--- config.mk ---
export PLATFORM = sky130hd
export DESIGN_NAME = vga_hit_probe_flat
export DESIGN_NICKNAME = d
export VERILOG_FILES = /design/src/rtl/vga_hit_probe_if.sv /design/src/rtl/vga_hit_probe.sv /design/src/flat_wrapper.sv
export SDC_FILE = /design/constraint.sdc
export NUM_CORES = 1
export LEC_CHECK = 0
export ABC_AREA = 1
export BUFFER_PORTS_ARGS = -buffer_cell sky130_fd_sc_hd__buf_4
export CORE_ASPECT_RATIO = 2
export CORE_MARGIN = 2
export CORE_UTILIZATION = 48
export CTS_BUF_LIST = sky130_fd_sc_hd__clkbuf_8
export DETAILED_ROUTE_END_ITERATION = 7
export PLACE_DENSITY = 0.77
export RECOVER_POWER = 25
export SLEW_MARGIN = 0
export SYNTH_ARGS = -nofsm -noshare
export SYNTH_HDL_FRONTEND = slang
export SYNTH_SLANG_ARGS = --single-unit
--- constraint.sdc ---
create_clock -name clk -period 1.9 [get_ports clk]
set_input_delay 0.19 -clock clk [delete_from_list [all_inputs] [get_ports clk]]
set_output_delay 0.19 -clock clk [all_outputs]
set_load 0.02 [all_outputs]
--- src/rtl/vga_hit_probe_if.sv ---
// Pixel stream bundle passed between VGA pipeline stages.
// The "in" modport is the consumer view, "out" the producer view.
interface vga_if;
   logic [10:0] vcount;
   logic [10:0] hcount;
   logic        vsync;
   logic        vblnk;
   logic        hsync;
   logic        hblnk;
   logic [11:0] rgb;

   modport in  (input  vcount, hcount, vsync, vblnk, hsync, hblnk, rgb);
   modport out (output vcount, hcount, vsync, vblnk, hsync, hblnk, rgb);
endinterface

--- src/rtl/vga_hit_probe.sv ---
// Samples one aimed pixel of the next full frame after a trigger and
// reports hit/miss against a masked key colour, with a frame timeout.
module vga_hit_probe #(
   parameter logic [11:0] TARGET_RGB     = 12'h000,
   parameter logic [11:0] TARGET_MASK    = 12'hFFF,
   parameter int          TIMEOUT_FRAMES = 2
) (
   input  logic        clk,
   input  logic        rst,
   vga_if.in           in,
   input  logic        trigger,
   input  logic [11:0] aim_x,
   input  logic [11:0] aim_y,
   output logic        busy,
   output logic        result_valid,
   output logic        hit,
   output logic        timeout,
   output logic [11:0] sampled_rgb
);

   localparam int              CW          = $clog2(TIMEOUT_FRAMES + 1);
   localparam logic [CW-1:0]   TIMEOUT_CNT = CW'(TIMEOUT_FRAMES);
   localparam logic [11:0]     TARGET_KEY  = TARGET_RGB & TARGET_MASK;

   typedef enum logic [1:0] {IDLE, ARM, SCAN, DONE} state_t;

   state_t        state_reg, state_next;
   logic [11:0]   ax_reg, ax_next;
   logic [11:0]   ay_reg, ay_next;
   logic [CW-1:0] frame_cnt_reg, frame_cnt_next;
   logic [CW-1:0] frame_cnt_inc;
   logic          busy_reg, busy_next;
   logic          valid_reg, valid_next;
   logic          hit_reg, hit_next;
   logic          timeout_reg, timeout_next;
   logic [11:0]   rgb_reg, rgb_next;

   logic          frame_start;
   logic          coord_match;
   logic          unused_sync;

   // Sync pulses are part of the bundle but carry nothing the probe needs.
   assign unused_sync = in.vsync ^ in.hsync;

   assign frame_start   = (in.vcount == 11'd0) && (in.hcount == 11'd0);
   assign coord_match   = ({1'b0, in.hcount} == ax_reg) && ({1'b0, in.vcount} == ay_reg);
   assign frame_cnt_inc = (&frame_cnt_reg) ? frame_cnt_reg : frame_cnt_reg + 1'b1;

   always_comb begin
      state_next     = state_reg;
      ax_next        = ax_reg;
      ay_next        = ay_reg;
      frame_cnt_next = frame_cnt_reg;
      hit_next       = hit_reg;
      timeout_next   = timeout_reg;
      rgb_next       = rgb_reg;

      case (state_reg)
         IDLE: begin
            if (trigger) begin
               ax_next        = aim_x;
               ay_next        = aim_y;
               frame_cnt_next = '0;
               state_next     = ARM;
            end
         end
         ARM: begin
            if (frame_start) begin
               state_next = SCAN;
            end
         end
         SCAN: begin
            if (frame_start) begin
               frame_cnt_next = frame_cnt_inc;
            end
            if (coord_match) begin
               timeout_next = 1'b0;
               state_next   = DONE;
               if (!in.hblnk && !in.vblnk) begin
                  rgb_next = in.rgb;
                  hit_next = ((in.rgb & TARGET_MASK) == TARGET_KEY);
               end else begin
                  rgb_next = 12'h000;
                  hit_next = 1'b0;
               end
            end else if (frame_start && (frame_cnt_inc >= TIMEOUT_CNT)) begin
               // Aim point never appeared within the allowed number of frames.
               rgb_next     = 12'h000;
               hit_next     = 1'b0;
               timeout_next = 1'b1;
               state_next   = DONE;
            end
         end
         DONE: begin
            state_next = IDLE;
         end
         default: begin
            state_next = IDLE;
         end
      endcase

      busy_next  = (state_next == ARM) || (state_next == SCAN);
      valid_next = (state_next == DONE);
   end

   always_ff @(posedge clk or posedge rst) begin
      if (rst) begin
         state_reg     <= IDLE;
         ax_reg        <= '0;
         ay_reg        <= '0;
         frame_cnt_reg <= '0;
         busy_reg      <= 1'b0;
         valid_reg     <= 1'b0;
         hit_reg       <= 1'b0;
         timeout_reg   <= 1'b0;
         rgb_reg       <= '0;
      end else begin
         state_reg     <= state_next;
         ax_reg        <= ax_next;
         ay_reg        <= ay_next;
         frame_cnt_reg <= frame_cnt_next;
         busy_reg      <= busy_next;
         valid_reg     <= valid_next;
         hit_reg       <= hit_next;
         timeout_reg   <= timeout_next;
         rgb_reg       <= rgb_next;
      end
   end

   assign busy         = busy_reg;
   assign result_valid = valid_reg;
   assign hit          = hit_reg;
   assign timeout      = timeout_reg;
   assign sampled_rgb  = rgb_reg;

endmodule

--- src/flat_wrapper.sv ---
// flat-port wrapper written by rule: the top's interface ports become plain ports
module vga_hit_probe_flat 
#(
   parameter logic [11:0] TARGET_RGB     = 12'h000,
   parameter logic [11:0] TARGET_MASK    = 12'hFFF,
   parameter int          TIMEOUT_FRAMES = 2
)
  (clk, rst, trigger, aim_x, aim_y, busy, result_valid, hit, timeout, sampled_rgb, in_vcount, in_hcount, in_vsync, in_vblnk, in_hsync, in_hblnk, in_rgb);
  vga_if in_i ();
  input  logic clk;
  input  logic rst;
  input  logic trigger;
  input  logic [11:0] aim_x;
  input  logic [11:0] aim_y;
  output logic busy;
  output logic result_valid;
  output logic hit;
  output logic timeout;
  output logic [11:0] sampled_rgb;
  input wire logic [$bits(in_i.vcount)-1:0] in_vcount;
  input wire logic [$bits(in_i.hcount)-1:0] in_hcount;
  input wire logic [$bits(in_i.vsync)-1:0] in_vsync;
  input wire logic [$bits(in_i.vblnk)-1:0] in_vblnk;
  input wire logic [$bits(in_i.hsync)-1:0] in_hsync;
  input wire logic [$bits(in_i.hblnk)-1:0] in_hblnk;
  input wire logic [$bits(in_i.rgb)-1:0] in_rgb;
  assign in_i.vcount = in_vcount;
  assign in_i.hcount = in_hcount;
  assign in_i.vsync = in_vsync;
  assign in_i.vblnk = in_vblnk;
  assign in_i.hsync = in_hsync;
  assign in_i.hblnk = in_hblnk;
  assign in_i.rgb = in_rgb;
  vga_hit_probe #(.TARGET_RGB(TARGET_RGB), .TARGET_MASK(TARGET_MASK), .TIMEOUT_FRAMES(TIMEOUT_FRAMES)) u_core (.clk(clk), .rst(rst), .in(in_i), .trigger(trigger), .aim_x(aim_x), .aim_y(aim_y), .busy(busy), .result_valid(result_valid), .hit(hit), .timeout(timeout), .sampled_rgb(sampled_rgb));
endmodule
==> impl_metrics.py, run 1 <==
metrics = {
    "finish": {
        "nets": 497,
        "area_growth_syn_to_layout_pct": 27.97,
        "drive_above_1_share_pct": 29.47,
        "num_antenna_cells": 0,
        "postLayoutCellArea_mm2": 0.003252,
    },
    "critical_path": {
        "cp_slowest_cell": "dfrtp_1",
        "arrival_ns": 1.80,
        "crit_path_max_incr_delay_ns": 0.36,
        "reg2reg_from": "u_core.ax_reg[9]",
        "cp-start-kind": "flip-flop",
        "cp_top_family": "simple AND/OR/NAND/NOR gates",
        "end_kind": "flip-flop",
        "worstSetupPathType": "reg -> reg",
        "rr_worst_depth": 11,
        "critical_path_buf_inv_count": 1,
        "cp_max_fo": 15,
        "ff2ff_setup_slack_ns": 0.28,
        "critical_path.reg2reg.endpoint": "u_core.timeout",
        "critical_path_required_ns": 2.08,
        "crit_chain": "inv_1 > nand2_1 > nand2_1 > nor2_1 > nand2_1 > nor2_1 > nand3_2 > nand2_2 > nand2_1 > nand2_1 > nand2_1",
        "path_depth": 11,
        "critPathMostFrequentCell": "nand2_1",
    },
    "synth": {
        "yosys-top-cells-count": "131 x nand2_1, 44 x dfrtp_1, 36 x nor2_1",
        "synthDistinctLibCells": 30,
        "yosys.area.top_type_share_pct": 43.33,
        "synthFlopType": "dfrtp_1",
        "yosysTopAreaCell": "dfrtp_1",
        "synth-edff-count": 0,
        "synth_warnings": 0,
        "synth_area_leaders": "dfrtp_1 43%, nand2_1 19%, nor2_1 5.3%",
        "synthesis.area_mm2": 0.002541,
        "synth_most_common_cell": "nand2_1",
        "yosysSeqAreaShare_pct": 43.33,
        "synth_async_sr_flop_share_pct": 100.0,
        "syn_area_per_cell_um2": 7.344,
        "postSynthCellCount": 346,
        "synth_seq_cells": 44,
        "synth_fp_nets": 412,
    },
    "route": {
        "avgRoutedWirePerCell_um": 11.83,
        "routed_via_density": 4.865,
        "drc": 0,
        "initialDrtViolationCount": 55,
        "drtAntennaViolNets": 0,
        "drt_pass1_iterations": 4,
        "num_vias": 2379,
        "wl_mm": 5.783,
    },
    "sta": {
        "rsz0062_at_grt": "no",
        "tightest_slew_ns": 0.8497,
        "timing.final.crit_share_pct": 85.11,
        "finalCriticalPeriod_ns": 1.617,
        "fin_skew_ns": 0.002686,
        "max_freq_ghz": 0.6184,
        "tns_ns": 0,
        "setup_violations": 0,
        "report.final.slew_viol_count": 0,
        "relSlewSlack_pct": 43.00,
        "hold_viol_final": 0,
    },
    "clock_tree": {
        "clkLatencyLatePin_ns": 0.29,
        "cts_root_buffer": "clkbuf_8",
        "clkSinkCount": 44,
        "post_cts_buffers": 0,
        "cts_resized": 0,
        "path_clk_slew_ns": 0.07,
        "cts_htree_levels": 2,
        "cts_inserted_buffers": 5,
        "cts_tree": "yes",
        "cts_buffer_depth": 2,
    },
    "global_routing": {
        "grt_pass1_vias": 2354,
        "antenna_found_initial": 0,
        "grt.overflow.total": 0,
        "grt_max_degree": 25,
        "grt_pass1_wl_mm": 9.894,
        "global_route.usage.total_pct": 20.90,
    },
    "power_and_ir_drop": {
        "peakVddDrop_mv": 0.6579,
        "p_total_mw": 3.011,
        "power.leakage_nw": 1.786,
        "cellPowerDensity_mw_per_mm2": 925.9,
    },
    "placed_design": {
        "port-buffer-count": 78,
        "routabilityCongestion": 0.8330,
        "place_area_mm2": 0.003191,
        "hpwl_mm": 4.802,
    },
    "floorplan": {
        "dieWidth_um": 55.45,
        "fp.dieH_um": 106.9,
        "fp.coreArea_mm2": 0.005139,
        "fp-row-count": 37,
        "die_area_mm2": 0.005928,
        "start_util_pct": 49.45,
        "io_pins": 81,
    },
    "hold_path": {
        "whs_endpoint": "u_core.ay_reg[5]",
        "hold_depth": 3,
        "min_path_type": "in -> reg",
        "hold_start": "aim_y[5]",
    },
    "status": {
        "outcome": "finished clean",
    },
    "run": {
        "cap_violations": 0,
    },
}
## per-layer routing
metal  up-vias  share of wire (%)  track usage [%]
li1       1231                  -                -
met1      1071                 34            20.72
met2        68                 59            42.26
met3         9                4.3            3.016
met4         0                2.0            7.143
met5         -                  0                0
## cells by family (layout without fill, tap and decap cells)
logic type / after synthesis / count (layout) / synth area share, %
AOI/OAI and AO/OA: 26 / 26 / 5.120
xor gates and xnor gates: 1 / 1 / 0.3447
adders and majority gates: 1 / 1 / 0.4923
buffers and inverters: 57 / 142 / 10.59
DFF: 44 / 44 / 43.33
and+or+nand+nor: 217 / 217 / 40.13
## area by class of cell
class,count,area (µm²)
tap,58,72.57
inverter,46,172.7
clock buffer,5,68.82
fill,485,1887
clock inverter,2,8.758
timing repair buffer,89,664.4
sequential,44,1101
multi-input combinational,245,1164
## per-stage QoR
| stage | setup WS (ns) | std cells | util [%] | hold slack [ns] |
|---|---|---|---|---|
| after floorplan | 0.3184 | 346 | - | 0.2996 |
| after global placement | 0.3499 | 481 | 62.09 | 0.2888 |
| after detailed placement | 0.3142 | 481 | 62.09 | 0.3005 |
| after CTS | 0.2917 | 489 | 63.79 | 0.1005 |
| after global routing | 0.09082 | 489 | 63.28 | 0.09422 |
| final | 0.2828 | 489 | 63.28 | 0.1028 |
## how the worst max path moves through the flow
stage,startpoint,to,slack [ns]
final,u_core.ax_reg[9],u_core.timeout,0.28
after floorplan,u_core.state_reg[0],u_core.busy,0.32
after detailed placement,u_core.ay_reg[0],u_core.timeout,0.31
after global placement,in_hcount[2],u_core.busy,0.35
after CTS,u_core.ax_reg[9],u_core.timeout,0.29
after global routing,u_core.ay_reg[1],u_core.timeout,0.09
## layout by cell type, fill, tap and decap left out
| master | Yosys | final |
|---|---|---|
| nand2_1 | 131 | 131 |
| buf_4 | 1 | 81 |
| dfrtp_1 | 44 | 44 |
| nor2_1 | 36 | 37 |
| inv_1 | 30 | 30 |
| o21ai_0 | 24 | 24 |
| nand3_1 | 21 | 21 |
| inv_2 | 16 | 16 |
| nand3_2 | 11 | 11 |
| clkbuf_8 | 1 | 5 |
| clkbuf_1 | 4 | 5 |
| nand4_2 | 4 | 4 |
| or2_1 | 2 | 2 |
| nor2_2 | 2 | 2 |
| nand4_1 | 2 | 2 |
| nand4_4 | 1 | 1 |
| nor2_8 | 1 | 1 |
| nor2_4 | 2 | 1 |
| o21ai_1 | 1 | 1 |
| xnor2_1 | 1 | 1 |
| or2_2 | 1 | 1 |
| nand2_2 | 1 | 1 |
| a21oi_1 | 1 | 1 |
| clkinv_1 | 0 | 1 |
| nor4_1 | 1 | 1 |
| nand3b_1 | 1 | 1 |
| ha_1 | 1 | 1 |
| clkinv_2 | 0 | 1 |
| dlygate4sd3_1 | 0 | 1 |
| clkbuf_4 | 0 | 1 |
| buf_12 | 2 | 1 |
## timing repair
| item | 4_1_cts | 5_1_grt |
|---|---|---|
| hold buffers | 1 | 0 |
| setup endpoints to repair | 0 | 0 |
| hold endpoints to repair | 21 | 0 |
## worst reg2reg max path, cell delays in order, from the launching register on
cell,delay (ns)
dfrtp_1,0.36
inv_1,0.06
nand2_1,0.05
nand2_1,0.05
nor2_1,0.15
nand2_1,0.07
nor2_1,0.18
nand3_2,0.12
nand2_2,0.24
nand2_1,0.11
nand2_1,0.07
nand2_1,0.05
## power by group
part	internal (mW)	total, mW	switching, mW
logic	0.424	1.07	0.651
clock network	0.245	0.533	0.288
registers	1.24	1.40	0.163
total	1.91	3.01	1.10
No activity file was read; power rests on OpenSTA's default activity.
==> run 2, diff against run 1 <==
--- a/config.mk
+++ b/config.mk
@@ -9,8 +9,8 @@
 export BUFFER_PORTS_ARGS = -buffer_cell sky130_fd_sc_hd__buf_4
 export CORE_ASPECT_RATIO = 2
 export CORE_MARGIN = 2
-export CORE_UTILIZATION = 48
-export CTS_BUF_LIST = sky130_fd_sc_hd__clkbuf_8
+export CORE_UTILIZATION = 46
+export CTS_BUF_LIST = sky130_fd_sc_hd__clkbuf_16
 export DETAILED_ROUTE_END_ITERATION = 7
 export PLACE_DENSITY = 0.77
 export RECOVER_POWER = 25
==> constraint.sdc (replaced) <==
create_clock -name clk -period 1.4 [get_ports clk]
set_input_delay 0.14 -clock clk [delete_from_list [all_inputs] [get_ports clk]]
set_output_delay 0.14 -clock clk [all_outputs]
set_load 0.02 [all_outputs]
==> impl_metrics.py, run 2 (same netlist as run 1, synthesis figures left out) <==
metrics = {
    "floorplan": {
        "fp-row-count": 38,
        "start_util_pct": 47.30,
        "io_pins": 81,
        "die_area_mm2": 0.006171,
        "dieWidth_um": 56.56,
        "fp.dieH_um": 109.1,
        "fp.coreArea_mm2": 0.005373,
    },
    "route": {
        "wl_mm": 6.334,
        "num_vias": 2493,
        "routed_via_density": 4.917,
        "drt_pass1_iterations": 4,
        "drc": 0,
        "initialDrtViolationCount": 103,
        "avgRoutedWirePerCell_um": 12.49,
        "drtAntennaViolNets": 0,
    },
    "critical_path": {
        "end_kind": "flip-flop",
        "critical_path_required_ns": 1.62,
        "arrival_ns": 1.76,
        "cp_max_fo": 7,
        "crit_start": "u_core.ax_reg[4]",
        "crit_path_max_incr_delay_ns": 0.39,
        "cp_top_family": "simple AND/OR/NAND/NOR gates",
        "cp_slowest_cell": "dfrtp_1",
        "critical_path_buf_inv_count": 1,
        "worstSetupPathType": "reg -> reg",
        "crit_chain": "xnor2_1 > nand3_1 > nor2_2 > nand3_4 > clkbuf_16 > nor2_2 > nand3_2 > nand2_1",
        "cp-start-kind": "flip-flop",
        "reg2reg_from": "u_core.ax_reg[4]",
        "critPathMostFrequentCell": "nor2_2",
    },
    "clock_tree": {
        "cts_tree": "yes",
        "cts_htree_levels": 2,
        "cts_inserted_buffers": 5,
        "cts_buffer_depth": 2,
        "cts_root_buffer": "clkbuf_16",
        "path_clk_slew_ns": 0.06,
        "clkSinkCount": 44,
        "clkLatencyLatePin_ns": 0.29,
    },
    "power_and_ir_drop": {
        "peakVddDrop_mv": 1.192,
        "cellPowerDensity_mw_per_mm2": 1334,
        "power.leakage_nw": 1.931,
    },
    "sta": {
        "tns_ns": -1.599,
        "hold_viol_final": 0,
        "worst_slack_ns": -0.1345,
        "setup_violations": 16,
        "rsz0062_at_grt": "yes",
        "report.final.slew_viol_count": 0,
        "max_freq_ghz": 0.6517,
        "finalCriticalPeriod_ns": 1.534,
        "tightest_slew_ns": 0.6067,
        "timing.final.crit_share_pct": 109.6,
        "fin_skew_ns": 0.004181,
        "relSlewSlack_pct": 59.55,
    },
    "hold_path": {
        "min_path_type": "in -> reg",
        "hold_start": "aim_x[4]",
    },
    "finish": {
        "drive_above_1_share_pct": 38.48,
        "instances_no_fill": 507,
        "nets": 512,
        "final_common_cell": "nand2_1",
        "num_antenna_cells": 0,
        "mostFrequentLayoutCells": "129 x nand2_1, 96 x buf_4, 44 x dfrtp_1",
        "nFillCells": 480,
        "area_growth_syn_to_layout_pct": 41.85,
    },
    "placed_design": {
        "routabilityCongestion": 0.8349,
        "place_inst": 496,
        "port-buffer-count": 78,
        "hpwl_mm": 4.840,
    },
    "run": {
        "cap_violations": 0,
    },
    "global_routing": {
        "grt_max_degree": 45,
        "grt_pass1_wl_mm": 10.28,
        "grt.overflow.total": 0,
        "antenna_found_initial": 0,
        "grt_pass1_vias": 2489,
        "global_route.usage.total_pct": 21.58,
    },
    "status": {
        "violations": "setup timing",
        "outcome": "finished with violations",
    },
}
-- run 2: changes by cell type in the layout (fill, tap and decap cells not counted), sizes merged --
cell,delta
buf,+18
clkbuf,-3
inv,+1
-- run 2: path summary, 6_finish.rpt --
check | endpoint | slack [ns] | cells after the start
hold reg to reg | u_core.timeout | 0.48 | 2
setup reg to reg | u_core.sampled_rgb[9] | -0.13 | 8
hold / removal | u_core.ax_reg[4] | 0.05 | 3
min in group asynchronous | u_core.ay_reg[6] | 0.59 | 4
max in group asynchronous | u_core.sampled_rgb[4] | 0.40 | 4
setup / recovery | u_core.sampled_rgb[9] | -0.13 | 8
-- run 2: layer usage --
metal / share of wire [%] / global-route usage (%)
met5: 0 / 0
met4: 2.9 / 10.03
met3: 4.3 / 4.270
met2: 59 / 42.69
met1: 34 / 20.34
-- run 2: timing repair --
action | 4_1_cts | 5_1_grt
cloned | 0 | 1
hold buffers | 1 | 0
hold endpoints to repair | 44 | 0
setup buffers | 0 | 1
resized for setup | 6 | 24
pin swaps | 0 | 22
endpoints found under the setup margin | 15 | 17
-- run 2: report_power, final --
group	total (mW)	switching, mW	internal, mW
Combinational	1.78	1.00	0.778
Sequential	1.92	0.231	1.69
Clock	1.11	0.469	0.642
Total	4.81	1.70	3.11
-- run 2: worst register-to-register path: stages (launching register included) --
cell	delay, ns
dfrtp_1	0.39
xnor2_1	0.15
nand3_1	0.12
nor2_2	0.21
nand3_4	0.15
clkbuf_16	0.20
nor2_2	0.10
nand3_2	0.06
nand2_1	0.08
-- run 2: final cells by class --
type                       count  area [µm²]  area share (%)
tap                           60       75.07           2.083
clock inverter                 3       11.26          0.3124
sequential                    44        1101           30.55
multi-input combinational    245        1286           35.68
timing repair buffer         104       833.3           23.12
inverter                      46       172.7           4.790
clock buffer                   5       125.1           3.471
-- run 2: stage by stage --
stage	hold slack, ns	worst slack (ns)	utilization, %	area (µm²)	power [mW]
final	0.05191	-0.1345	67.09	3605	4.808
after global routing	0.05010	-0.2865	67.09	3605	5.193
after CTS	0.04734	-0.1213	65.02	3493	4.801
after detailed placement	0.2067	-0.1702	61.95	3328	3.650
after global placement	0.2031	-0.1116	61.95	3328	3.579
after floorplan	0.2496	-0.1144	-	2557	2.966
==> run 3, diff against run 2 <==
--- a/config.mk
+++ b/config.mk
@@ -12,6 +12,7 @@
 export CORE_UTILIZATION = 46
 export CTS_BUF_LIST = sky130_fd_sc_hd__clkbuf_16
 export DETAILED_ROUTE_END_ITERATION = 7
+export MAX_ROUTING_LAYER = met4
 export PLACE_DENSITY = 0.77
 export RECOVER_POWER = 25
 export SLEW_MARGIN = 0
==> impl_metrics.py, run 3 (same netlist as run 1, synthesis figures left out) <==
metrics = {
    "status": {
        "outcome": "finished with violations",
        "violations": "setup timing",
    },
    "sta": {
        "report.final.slew_viol_count": 0,
        "setup_violations": 16,
        "relSlewSlack_pct": 59.43,
        "whs_ns": 0.05246,
        "fin_skew_ns": 0.003482,
        "worst_slack_ns": -0.1314,
        "timing.final.crit_share_pct": 109.4,
        "finalCriticalPeriod_ns": 1.531,
        "max_freq_ghz": 0.6530,
        "rsz0062_at_grt": "yes",
        "tightest_slew_ns": 0.6086,
        "hold_viol_final": 0,
        "tns_ns": -1.580,
    },
    "floorplan": {
        "start_util_pct": 47.30,
        "dieWidth_um": 56.56,
        "fp.coreArea_mm2": 0.005373,
        "io_pins": 81,
        "fp.dieH_um": 109.1,
        "die_area_mm2": 0.006171,
        "fp-row-count": 38,
    },
    "route": {
        "wl_mm": 6.315,
        "avgRoutedWirePerCell_um": 12.46,
        "num_vias": 2474,
        "drt_pass1_iterations": 4,
        "drc": 0,
        "routed_via_density": 4.880,
        "drtAntennaViolNets": 0,
        "initialDrtViolationCount": 109,
    },
    "placed_design": {
        "routabilityCongestion": 0.8478,
        "hpwl_mm": 4.840,
        "place_inst": 496,
        "port-buffer-count": 78,
    },
    "clock_tree": {
        "cts_inserted_buffers": 5,
        "cts_buffer_depth": 2,
        "path_clk_slew_ns": 0.06,
        "cts_htree_levels": 2,
        "cts_root_buffer": "clkbuf_16",
        "cts_tree": "yes",
        "clkLatencyLatePin_ns": 0.29,
        "clkSinkCount": 44,
    },
    "run": {
        "cap_violations": 0,
    },
    "critical_path": {
        "critical_path_required_ns": 1.63,
        "critical_path.reg2reg.endpoint": "u_core.sampled_rgb[9]",
        "worstSetupPathType": "reg -> reg",
        "end_kind": "flip-flop",
        "cp_max_fo": 7,
        "reg2reg_from": "u_core.ax_reg[4]",
        "rr_worst_depth": 8,
        "cp-start-kind": "flip-flop",
        "arrival_ns": 1.76,
        "ff2ff_setup_slack_ns": -0.13,
    },
    "hold_path": {
        "hold_start": "aim_x[4]",
        "whs_endpoint": "u_core.ax_reg[4]",
        "min_path_type": "in -> reg",
        "hold_depth": 3,
    },
    "finish": {
        "num_antenna_cells": 0,
        "area_growth_syn_to_layout_pct": 41.85,
        "mostFrequentLayoutCells": "129 x nand2_1, 96 x buf_4, 44 x dfrtp_1",
        "final_common_cell": "nand2_1",
        "instances_no_fill": 507,
        "drive_above_1_share_pct": 38.48,
        "nets": 512,
    },
    "power_and_ir_drop": {
        "power.leakage_nw": 1.931,
        "cellPowerDensity_mw_per_mm2": 1333,
        "peakVddDrop_mv": 1.183,
    },
    "global_routing": {
        "grt_max_degree": 45,
        "grt_pass1_vias": 2489,
        "antenna_found_initial": 0,
        "grt_pass1_wl_mm": 10.28,
        "global_route.usage.total_pct": 22.19,
        "grt.overflow.total": 0,
    },
}
[run 3: worst max path at each step]
stage,start,endpoint,slack (ns),cells past startpoint
floorplan,u_core.state_reg[0],u_core.busy,-0.11,7
global placement,in_hcount[2],u_core.busy,-0.11,7
detailed placement,in_hcount[2],u_core.busy,-0.17,7
CTS,u_core.ax_reg[11],u_core.hit,-0.12,10
global route,u_core.ay_reg[10],u_core.sampled_rgb[9],-0.29,11
finish,u_core.ax_reg[4],u_core.sampled_rgb[9],-0.13,8
[run 3: layer usage]
layer | routed length (µm) | track usage, % | vias up
met2 | 3707 | 42.69 | 68
li1 | - | - | 1262
met5 | 0 | - | -
met4 | 180 | 10.03 | 0
met1 | 2145 | 20.41 | 1132
met3 | 281 | 4.152 | 12
[run 3: worst max-delay path, stage by stage (launching register included)]
cell,delay (ns)
dfrtp_1,0.39
xnor2_1,0.15
nand3_1,0.12
nor2_2,0.21
nand3_4,0.15
clkbuf_16,0.19
nor2_2,0.09
nand3_2,0.06
nand2_1,0.08
[run 3: layout make-up]
class	instances	area (µm²)
Fill cell	480	1768
Timing Repair Buffer	104	833.3
Multi-Input combinational cell	245	1286
Inverter	46	172.7
Clock buffer	5	125.1
Tap cell	60	75.07
Clock inverter	3	11.26
Sequential cell	44	1101
[run 3: power by group]
part           total, mW  leakage [nW]  internal (mW)  switching [mW]
registers           1.92         0.566           1.69           0.233
clock network       1.11        0.0738          0.642           0.467
logic               1.78          1.29          0.778           0.999
[run 3: metrics by stage]
step / cell area (µm²) / utilization, % / setup slack, ns / total power [mW]
final: 3605 / 67.09 / -0.1314 / 4.806
after global routing: 3605 / 67.09 / -0.2865 / 5.193
after CTS: 3493 / 65.02 / -0.1213 / 4.801
after detailed placement: 3328 / 61.95 / -0.1702 / 3.650
after global placement: 3328 / 61.95 / -0.1116 / 3.579
after floorplan: 2557 / - / -0.1144 / 2.966
[run 3: repair_timing]
| action | in CTS | in global routing |
|---|---|---|
| setup buffers | 0 | 1 |
| cloned | 0 | 1 |
| setup endpoints to repair | 15 | 17 |
| resized for setup | 6 | 24 |
| pin swaps | 0 | 22 |
| endpoints found under the hold margin | 44 | 0 |
| hold buffers | 1 | 0 |
